## config.mk

```make
export PLATFORM = sky130hd
export DESIGN_NAME = uart_hex_sender
export DESIGN_NICKNAME = d
export VERILOG_FILES = /design/src/rtl/uart_hex_sender.sv
export SDC_FILE = /design/constraint.sdc
export NUM_CORES = 1
export LEC_CHECK = 0
export BUFFER_PORTS_ARGS = -buffer_cell sky130_fd_sc_hd__buf_2
export CAP_MARGIN = 20
export CELL_PAD_IN_SITES_DETAIL_PLACEMENT = 0
export CELL_PAD_IN_SITES_GLOBAL_PLACEMENT = 1
export CORE_ASPECT_RATIO = 2
export CORE_MARGIN = 4
export CORE_UTILIZATION = 44
export DETAILED_ROUTE_END_ITERATION = 6
export PLACE_DENSITY_LB_ADDON = 0.15
export SLEW_MARGIN = 20
export SYNTH_ARGS = -nofsm -noshare
export SYNTH_HDL_FRONTEND = slang
export SYNTH_SLANG_ARGS = --single-unit
```

## constraint.sdc

```tcl
create_clock -name clk -period 2.95 [get_ports clk]
set_clock_uncertainty 0.2 [all_clocks]
set_input_delay 0.4425 -clock clk [delete_from_list [all_inputs] [get_ports clk]]
set_output_delay 0.4425 -clock clk [all_outputs]
set_load 0.01 [all_outputs]
```

## src/rtl/uart_hex_sender.sv

```systemverilog
// Formats one 64-bit capture as an ASCII hex line ("xxxxxxxx yyyyyyyy\r\n" or
// "xxxxxxxx\r\n") and pushes it into a UART TX FIFO, one character per accepted write.
module uart_hex_sender (
    input  logic        clk,
    input  logic        rst_n,
    input  logic        rdata_snd_start,
    input  logic [63:0] rdata_snd,
    input  logic        pc_print_sel,
    input  logic        abort,
    input  logic        tx_full,
    output logic [7:0]  tx_wdata,
    output logic        tx_wen,
    output logic        flushing_wq,
    output logic        snd_busy
);

    typedef enum logic [2:0] {
        S_IDLE = 3'd0,
        S_W0   = 3'd1,
        S_SP   = 3'd2,
        S_W1   = 3'd3,
        S_CR   = 3'd4,
        S_LF   = 3'd5,
        S_DONE = 3'd6
    } state_t;

    state_t      state, state_nxt;
    logic [2:0]  nib, nib_nxt;
    logic [63:0] shadow;
    logic        mode;
    logic        accept;
    logic [31:0] w0_sh, w1_sh;

    function automatic logic [7:0] hex_ascii(input logic [3:0] v);
        if (v < 4'd10)
            return 8'h30 + {4'h0, v};
        else
            return 8'h57 + {4'h0, v};
    endfunction

    // Nibble nib counts from the most significant end: shift by (7-nib)*4.
    assign w0_sh  = shadow[31:0]  >> {~nib, 2'b00};
    assign w1_sh  = shadow[63:32] >> {~nib, 2'b00};
    assign accept = (state == S_IDLE) && rdata_snd_start && !abort;

    always_ff @(posedge clk or negedge rst_n) begin
        if (!rst_n) begin
            state  <= S_IDLE;
            nib    <= 3'd0;
            shadow <= 64'd0;
            mode   <= 1'b0;
        end else begin
            state <= state_nxt;
            nib   <= nib_nxt;
            if (accept) begin
                shadow <= rdata_snd;
                mode   <= pc_print_sel;
            end
        end
    end

    always_comb begin
        state_nxt   = state;
        nib_nxt     = nib;
        tx_wen      = 1'b0;
        tx_wdata    = 8'h00;
        flushing_wq = 1'b0;
        snd_busy    = (state != S_IDLE);

        case (state)
            S_IDLE: begin
                if (accept) begin
                    state_nxt = S_W0;
                    nib_nxt   = 3'd0;
                end
            end
            S_W0: begin
                tx_wdata = hex_ascii(w0_sh[3:0]);
                tx_wen   = !tx_full;
                if (tx_wen) begin
                    if (nib == 3'd7) begin
                        nib_nxt   = 3'd0;
                        state_nxt = mode ? S_CR : S_SP;
                    end else begin
                        nib_nxt = nib + 3'd1;
                    end
                end
            end
            S_SP: begin
                tx_wdata = 8'h20;
                tx_wen   = !tx_full;
                if (tx_wen) begin
                    nib_nxt   = 3'd0;
                    state_nxt = S_W1;
                end
            end
            S_W1: begin
                tx_wdata = hex_ascii(w1_sh[3:0]);
                tx_wen   = !tx_full;
                if (tx_wen) begin
                    if (nib == 3'd7) begin
                        nib_nxt   = 3'd0;
                        state_nxt = S_CR;
                    end else begin
                        nib_nxt = nib + 3'd1;
                    end
                end
            end
            S_CR: begin
                tx_wdata = 8'h0D;
                tx_wen   = !tx_full;
                if (tx_wen)
                    state_nxt = S_LF;
            end
            S_LF: begin
                tx_wdata = 8'h0A;
                tx_wen   = !tx_full;
                if (tx_wen)
                    state_nxt = S_DONE;
            end
            S_DONE: begin
                flushing_wq = 1'b1;
                state_nxt   = S_IDLE;
            end
            default: begin
                state_nxt = S_IDLE;
                nib_nxt   = 3'd0;
            end
        endcase

        // Cancel wins over everything else: drop the line without a flush pulse.
        if (abort && (state != S_IDLE)) begin
            state_nxt   = S_IDLE;
            nib_nxt     = 3'd0;
            flushing_wq = 1'b0;
        end
    end

endmodule

```

---- Word level (Yosys, flattened, before mapping) ----
Cells that the tools add are included.
storage, ports and cells
  register bits ........................... 71
  input bits .............................. 70
  output and inout port bits .............. 11
  word-level logic and storage cells ...... 66
operators by class
  $add $sub $neg .......................... 5
  $lt $le $gt $ge ......................... 2
  eq/ne operators ......................... 17
  shifts and indexed selects .............. 2
  mux-type cells .......................... 23
  bitwise logic cells ..................... 1
  reduce and logical (&&, ||, !) cells .... 12
operator list
  kind                 number
  $shr 32x5->4         2
  $mux 3               15
  $pmux 8 s5           1
  $ne 3x3->1 const B   7
  $pmux 3 s6           1
  $add 7x4->8 const A  2
  $mux 8               2
  $add 6x4->7 const A  2
  $eq 3x3->1 const B   4
  $pmux 3 s4           1
  $lt 4x4->1 const B   2
  $reduce_and 8->1     1
  $eq 3x2->1 const B   2
  $ne 3x2->1 const B   2
  $reduce_or 5->1      1
  $reduce_and 4->1     1
  $add 3x1->3 const B  1
  $eq 3x1->1 const B   1
  $logic_and 1x1->1    3
  $logic_not 3->1      1
  $mux 1               3
  $not 3->3            1
  $reduce_bool 3->1    1
  $reduce_or 3->1      1
  other kinds (3)      4

---- Depth between registers and ports, before layout ----
Gate-level depths: netlist of the first run.
  word-level depth ........................ 6
  depth in mapped cells ................... 9
  gate-level depth less buffers ........... 7

---- Least setup slack after synthesis of the first run ----
No wires, ideal clock.
  path type ............................... flip-flop to output port
  from .................................... register nib[0]
  to ...................................... output port tx_wdata[2]
  arrival ................................. 2.106 ns
  required time ........................... 2.308 ns
  setup slack ............................. 0.202 ns
  stages on the path, launching flop included .. 10
  path buffers ............................ 2
  cells stage by stage .................... dfrtp_1 > buf_6 > buf_12 > mux4_2 > mux2_4 > clkinv_1 > ha_1 > a21oi_2 > a311oi_1 > o31ai_2
between the ends
  cells in the longest elaborated chain, start to end .. 5
  elaborated cells between the ends (all ways) .. 12
  those cells by class .................... 4 x add/sub; 2 x order compare; 2 x shift; 3 x mux; 1 x bitwise
ends and longest elaborated chain
  item                                 line    text
  start: declaration                   28      logic [2:0] nib, nib_nxt;
  start signal: assignment             54      nib <= nib_nxt;
  $not 3->3 (*)                        42, 43
  $shr 32x5->4 (on tied branches)      43, 42
  $add 7x4->8 (tied with other cells)  38      return 8'h57 + {4'h0, v};
  $mux 8                               35      if (v < 4'd10)
  $pmux 8 s5 (*)                       70      case (state)
  end: declaration                     11      output logic [7:0] tx_wdata,
Every way passes the cells marked *; elsewhere a longest branch is shown, timed or not.

---- Worst setup path in the final report of the first run ----
Same ends and word-level chain as after synthesis.

==> metrics, run 1 <==
I/O pins=81; number of diodes=0; DRT iter0 DRCs=82; Worst R2R Setup Slack=0.59 ns; Synth cell types=50; CTS max path bufs=2; crit path max fanout=7; DPL Wire Length=6140 µm; Die ar.=10,000 µm²; RSZ-0062 raised after global routing=true; Setup Viol. Count Final=5; Primary FF master, synth=dfrtp_1; worst r2r dst=state[1]$_DFFE_PN0P_; Vias/cell=5.40; post-synth top area share=0.481; static leakage=2.08 nW; status=complete, but fails checks; final hold vios=0; cell area power density=1160 nW/µm²; first-pass GRT wire length=13,400 µm; Final ANT Viol Nets=0; slowest stage delay, CP=0.52 ns; Startpoint Class=flop; Initial Util=0.449; R2R Path Start=state[1]$_DFFE_PN0P_; area of the multi-input gates=1840 µm²; initial antenna violation count=0; Commonest cells post-synth=dfrtp_1, mux2_2, nand2_1, mux4_2, buf_2; core area=8230 µm²; clock slew at reported path FFs=0.06 ns; CTS tree=yes; Synth Register Bits=71; share of cells above drive strength 1=0.619; post-synthesis average cell area=14.2 µm²; WP data required=2.31 ns; CP Depth=9; clk sinks=71; Fillers=731; total grt overflow=0; PortBufs=79; HP Class=primary input to flop; clock latency on the worst-skew pair=0.32 ns; Total Nets Final=431; number of synthesized flops with an enable pin=0; routed len/inst=17.8 µm; pre-CTS setup slack=-0.0252 ns; largest net degree at the start of global routing=48; # H-tree levels=3; post-synthesis sequential area ratio=0.481; final worst slack=-0.182 ns; Async SR Flop Fraction=1.00; CP startpoint=nib[0]$_DFFE_PN0P_; Die Height=138 µm; DRT Wirelength=8190 µm; total number of yosys warnings=0; drt pass-1 iters=4; Placer Congestion=0.825; WP data arrival=2.49 ns; Design Area, Final=4740 µm²; Sequential Area=1780 µm²; cells along the critical path=buf_12 -> buf_12 -> mux4_2 -> mux2i_4 -> buf_4 -> a21oi_2 -> a311oi_2 -> o31ai_2 -> buf_2; number of global-route vias before repair=2,721; Cells after Synth=260; worst-margin pin slew=0.588 ns; DRC viols=0; Buf+Inv Stages, Crit Path=4; Synth-to-Final Area Change=28.3%; Max Slew Vio Count=0; largest cells by area after synthesis=dfrtp_1, mux2_2, mux4_2; syn_nets=334; root buf cell=clkbuf_16; most used cell, CP=buf_12; MaxCap Viol Count=0; Num CTS Buffers=9; Achievable Freq=0.319 GHz; Crit. End Element=output port; Slew HR=0.608; CP endpoint=tx_wdata[2]; Top delay family on crit path=multiplexers; DIE WIDTH=72.8 µm; WS Path Type=flop to output port; violated checks=negative setup slack; period utilization=1.06; slowest CP cell=mux4_2; Total GRT Usage=0.179; Post-Syn Area=3690 µm²; Worst Reg-to-Reg Cells=6; fin crit period=3.13 ns; peak supply drop=0.000589 V; row count=47; Area after DPL=4270 µm²; Yosys top cell by area=dfrtp_1; vias=2,483; cell with the most instances after synthesis=dfrtp_1
-- layout make-up --
class / instances / share of cell area
Multi-Input combinational cell: 166 / 0.389
Sequential cell: 71 / 0.375
Timing Repair Buffer: 104 / 0.142
Clock buffer: 10 / 0.0504
Tap cell: 98 / 0.0259
Clock inverter: 6 / 0.0127
Inverter: 5 / 0.00501
-- how the worst min path moves through the flow --
stage / start / endpoint / slack (ns) / cells past startpoint
2_1_floorplan: rst_n / mode$_DFFE_PN0P_ / -0.05 / 0
5_1_grt: rdata_snd[15] / shadow[15]$_DFFE_PN0P_ / 0.13 / 2
4_1_cts: rdata_snd[16] / shadow[16]$_DFFE_PN0P_ / 0.14 / 2
3_3_place_gp: rst_n / state[0]$_DFFE_PN0P_ / 0.27 / 1
6_report: rdata_snd[56] / shadow[56]$_DFFE_PN0P_ / 0.14 / 2
3_5_place_dp: rst_n / state[1]$_DFFE_PN0P_ / 0.28 / 1
-- cell usage in the layout, fill, tap and decap left out, drive strengths merged, types with 5 or more instances in the layout --
cell	netlist	layout
dfrtp	71	71
nor3	5	5
mux2	68	68
nand2	12	12
mux2i	7	7
mux4	16	16
a21oi	8	8
o21ai	7	7
buf	11	103
nor2	5	5
clkbuf	7	10
-- flip-flops by register name, summed over array words and instances, names as in the netlist --
| name | count |
|---|---|
| nib | 3 |
| state | 3 |
| mode | 1 |
| shadow | 64 |
-- report_power, final --
| group | switching, W | internal, W |
|---|---|---|
| clock network | 0.000392 | 0.000672 |
| registers | 0.000304 | 0.00146 |
| logic | 0.00117 | 0.00151 |
| total | 0.00187 | 0.00364 |
-- cells by family (layout without fill, tap and decap cells) --
group | Yosys count | in the layout | synth area share
XOR/XNOR | 1 | 1 | 0.00237
AO/OA/AOI/OAI | 33 | 33 | 0.0718
multiplexers | 91 | 91 | 0.345
flip-flops | 71 | 71 | 0.481
adder cells (fa/ha/maj) | 4 | 4 | 0.0135
other | 1 | 1 | 0.00101
buffers and inverters | 23 | 125 | 0.0335
AND/OR/NAND/NOR | 36 | 36 | 0.0515
-- per-layer routing --
layer	up-vias	share of wire	global-route usage	wire, µm
li1	1164	-	-	-
met1	1241	0.38	0.204	3070
met2	64	0.56	0.311	4550
met3	14	0.043	0.0373	356
met4	0	0.026	0.0862	212
met5	-	0	0	0
-- what timing repair did --
action                     4_1_cts  5_1_grt
gates resized for setup         20        0
pin swaps                        5        1
hold buffers                     1        0
setup endpoints to repair        5        6
hold endpoints to repair        24        0
buffers inserted                10        1
-- per-stage QoR --
stage / TNS [ns] / util / instances / hold slack (ns) / total power [W]
CTS: -0.613 / 0.575 / 459 / 0.137 / 0.00554
finish: -0.567 / 0.576 / 460 / 0.143 / 0.00551
detailed placement: -0.0252 / 0.518 / 432 / 0.281 / 0.00416
global placement: 0 / 0.518 / 432 / 0.275 / 0.00409
global route: -1.15 / 0.576 / 460 / 0.131 / 0.00588
floorplan: 0 / - / 260 / -0.0531 / 0.00350
No activity file was read; power rests on OpenSTA's default activity.
==> run 2: changes to the inputs <==
--- a/config.mk
+++ b/config.mk
@@ -14,6 +14,7 @@
 export CORE_UTILIZATION = 44
 export DETAILED_ROUTE_END_ITERATION = 6
 export PLACE_DENSITY_LB_ADDON = 0.15
+export SETUP_SLACK_MARGIN = 0.3
 export SLEW_MARGIN = 20
 export SYNTH_ARGS = -nofsm -noshare
 export SYNTH_HDL_FRONTEND = slang
==> metrics, run 2 (same netlist as run 1, synthesis figures left out) <==
total grt overflow=0 (unchanged); Startpoint Class=flop (unchanged); MaxCap Viol Count=0 (unchanged); Reg with most FFs=shadow (unchanged); R2R Path Start=state[1]$_DFFE_PN0P_ (unchanged); status=complete, but fails checks (unchanged); vias=2,454 (was 2,483); max reg flops=64 (unchanged); Num CTS Buffers=9 (unchanged); Synth-to-Final Area Change=26.5% (was 28.3%); Setup Viol. Count Final=5 (unchanged); Total Nets Final=426 (was 431); WP data required=2.31 ns (about the same); # H-tree levels=3 (unchanged); DIE WIDTH=72.8 µm (unchanged); GR met3 Demand/Resource=0.0424 (was 0.0373); Slew HR=0.414 (was 0.608); clock latency on the worst-skew pair=0.32 ns (about the same); DRT Wirelength=8340 µm (was 8190 µm); crit path max fanout=6 (was 7); Reg power frac=0.330 (was 0.320); Final ANT Viol Nets=0 (unchanged); Achievable Freq=0.324 GHz (was 0.319 GHz); final hold vios=0 (unchanged); I/O pins=81 (unchanged); worst-margin pin slew=0.879 ns (was 0.588 ns); final worst slack=-0.141 ns (was -0.182 ns); busiest grt layer=met2 (unchanged); Initial Util=0.449 (unchanged); commonest non-fill, non-tap cell in the layout=buf_2 (unchanged); peak supply drop=0.000533 V (was 0.000589 V); final core utilization=0.568 (was 0.576); Placer Congestion=0.775 (was 0.825); commonest cells after routing, fill and taps aside=buf_2, dfrtp_1, mux2_2 (unchanged); met1 usage=0.197 (was 0.204); PortBufs=79 (unchanged); core area=8230 µm² (unchanged); Max Slew Vio Count=0 (unchanged); Fillers=705 (was 731); cts hold-fix bufs=0 (was 1); WP data arrival=2.45 ns (was 2.49 ns); Crit. End Element=output port (unchanged); largest net degree at the start of global routing=72 (was 48); period utilization=1.05 (was 1.06); Logic pwr share=0.497 (was 0.487); DPL Wire Length=6120 µm (was 6140 µm); worst r2r dst=state[1]$_DFFE_PN0P_ (unchanged); DRC viols=0 (unchanged); fin crit period=3.09 ns (was 3.13 ns); pre-CTS setup slack=0.0346 ns (was -0.0252 ns); area of the multi-input gates=1860 µm² (was 1840 µm²); Net Sw Frac=0.342 (was 0.339); cell area power density=1170 nW/µm² (was 1160 nW/µm²); routed len/inst=18.5 µm (was 17.8 µm); Top Registers=shadow: 64 flops, nib: 3 flops, state: 3 flops (unchanged); CTS tree=yes (unchanged); sw power=0.00187 W (about the same); share of cells above drive strength 1=0.632 (was 0.619); Min Hold Slack=0.0289 ns (was 0.143 ns); DRT iter0 DRCs=62 (was 82); Int Power=0.00359 W (was 0.00364 W); static leakage=2.05 nW (was 2.08 nW); HP Class=primary input to asynchronous set/reset pin (was primary input to flop); Sequential Area=1780 µm² (about the same); Design Area, Final=4680 µm² (was 4740 µm²); CTS max path bufs=2 (unchanged); clock slew at reported path FFs=0.05 ns (was 0.06 ns); Die Height=138 µm (unchanged); Clock power frac=0.174 (was 0.193); clk sinks=71 (unchanged); root buf cell=clkbuf_16 (unchanged); number of global-route vias before repair=2,640 (was 2,721); violated checks=negative setup slack (unchanged); Area after DPL=4260 µm² (was 4270 µm²); drt pass-1 iters=4 (unchanged); RSZ-0062 raised after global routing=true (unchanged); Total GRT Usage=0.180 (was 0.179); first-pass GRT wire length=13,400 µm (about the same); Worst R2R Setup Slack=0.61 ns (was 0.59 ns); WS Path Type=flop to output port (unchanged); row count=47 (unchanged); Vias/cell=5.44 (was 5.40); initial antenna violation count=0 (unchanged); number of diodes=0 (unchanged); met2 usage=0.325 (was 0.311); setup_tns=-0.528 ns (was -0.567 ns); Worst Reg-to-Reg Cells=6 (unchanged); Die ar.=10,000 µm² (unchanged)
-- run 2: changes by cell type in the layout (fill, tap and decap cells not counted), sizes merged --
cell,change
buf,-4
clkinv,-3
bufinv,-1
clkbuf,+1
clkinvlp,-1
dlygate4sd3,-1
-- run 2: metal layers --
layer  vias up  part of all wire  routed length [µm]
li1       1152                 -                   -
met1      1224              0.37                3090
met2        65              0.57                4720
met3        13             0.040                 335
met4         0             0.023                 195
met5         -                 0                   0
-- run 2: power groups by stage --
stage | clock network (W) | registers [W] | logic (W)
after floorplan | 0 | 0.00162 | 0.00196
after global placement | 0 | 0.00179 | 0.00243
after detailed placement | 0 | 0.00181 | 0.00247
after CTS | 0.000979 | 0.00181 | 0.00273
after global routing | 0.00102 | 0.00186 | 0.00297
final | 0.000948 | 0.00180 | 0.00271
-- run 2: worst max-delay path: stages, from the launching register on --
cell and delay, ns:
dfrtp_2 0.42, buf_12 0.12, buf_16 0.12, mux4_2 0.52, mux2i_4 0.26, buf_4 0.17
a21oi_2 0.06, a32o_2 0.26, nor2_2 0.07, buf_2 0.13
-- run 2: how the worst max path moves through the flow --
stage / start / endpoint / slack, ns / cells after the start
after detailed placement: nib[0]$_DFFE_PN0P_ / tx_wdata[2] / 0.03 / 8
final: nib[0]$_DFFE_PN0P_ / tx_wdata[4] / -0.14 / 9
after global routing: nib[0]$_DFFE_PN0P_ / tx_wdata[2] / -0.26 / 9
after CTS: nib[0]$_DFFE_PN0P_ / tx_wdata[4] / -0.14 / 9
after global placement: nib[0]$_DFFE_PN0P_ / tx_wdata[2] / 0.09 / 8
after floorplan: nib[0]$_DFFE_PN0P_ / tx_wdata[1] / 0.28 / 7
-- run 2: area by class of cell --
cell class,count,share of cell area
clock buffer,11,0.0541
clock inverter,1,0.00161
inverter,5,0.00428
multi-input combinational,166,0.397
sequential,71,0.380
tap,98,0.0262
timing repair buffer,99,0.136
-- run 2: what timing repair did --
item,CTS,global route
cloned,1,0
gates resized for setup,14,0
setup buffers,9,0
pin swaps,7,1
endpoints found under the setup margin,6,6
-- run 2: metrics by stage --
step	instances	power [W]
5_1_grt	451	0.00585
2_1_floorplan	260	0.00358
3_5_place_dp	429	0.00428
6_report	451	0.00546
3_3_place_gp	429	0.00422
4_1_cts	451	0.00551
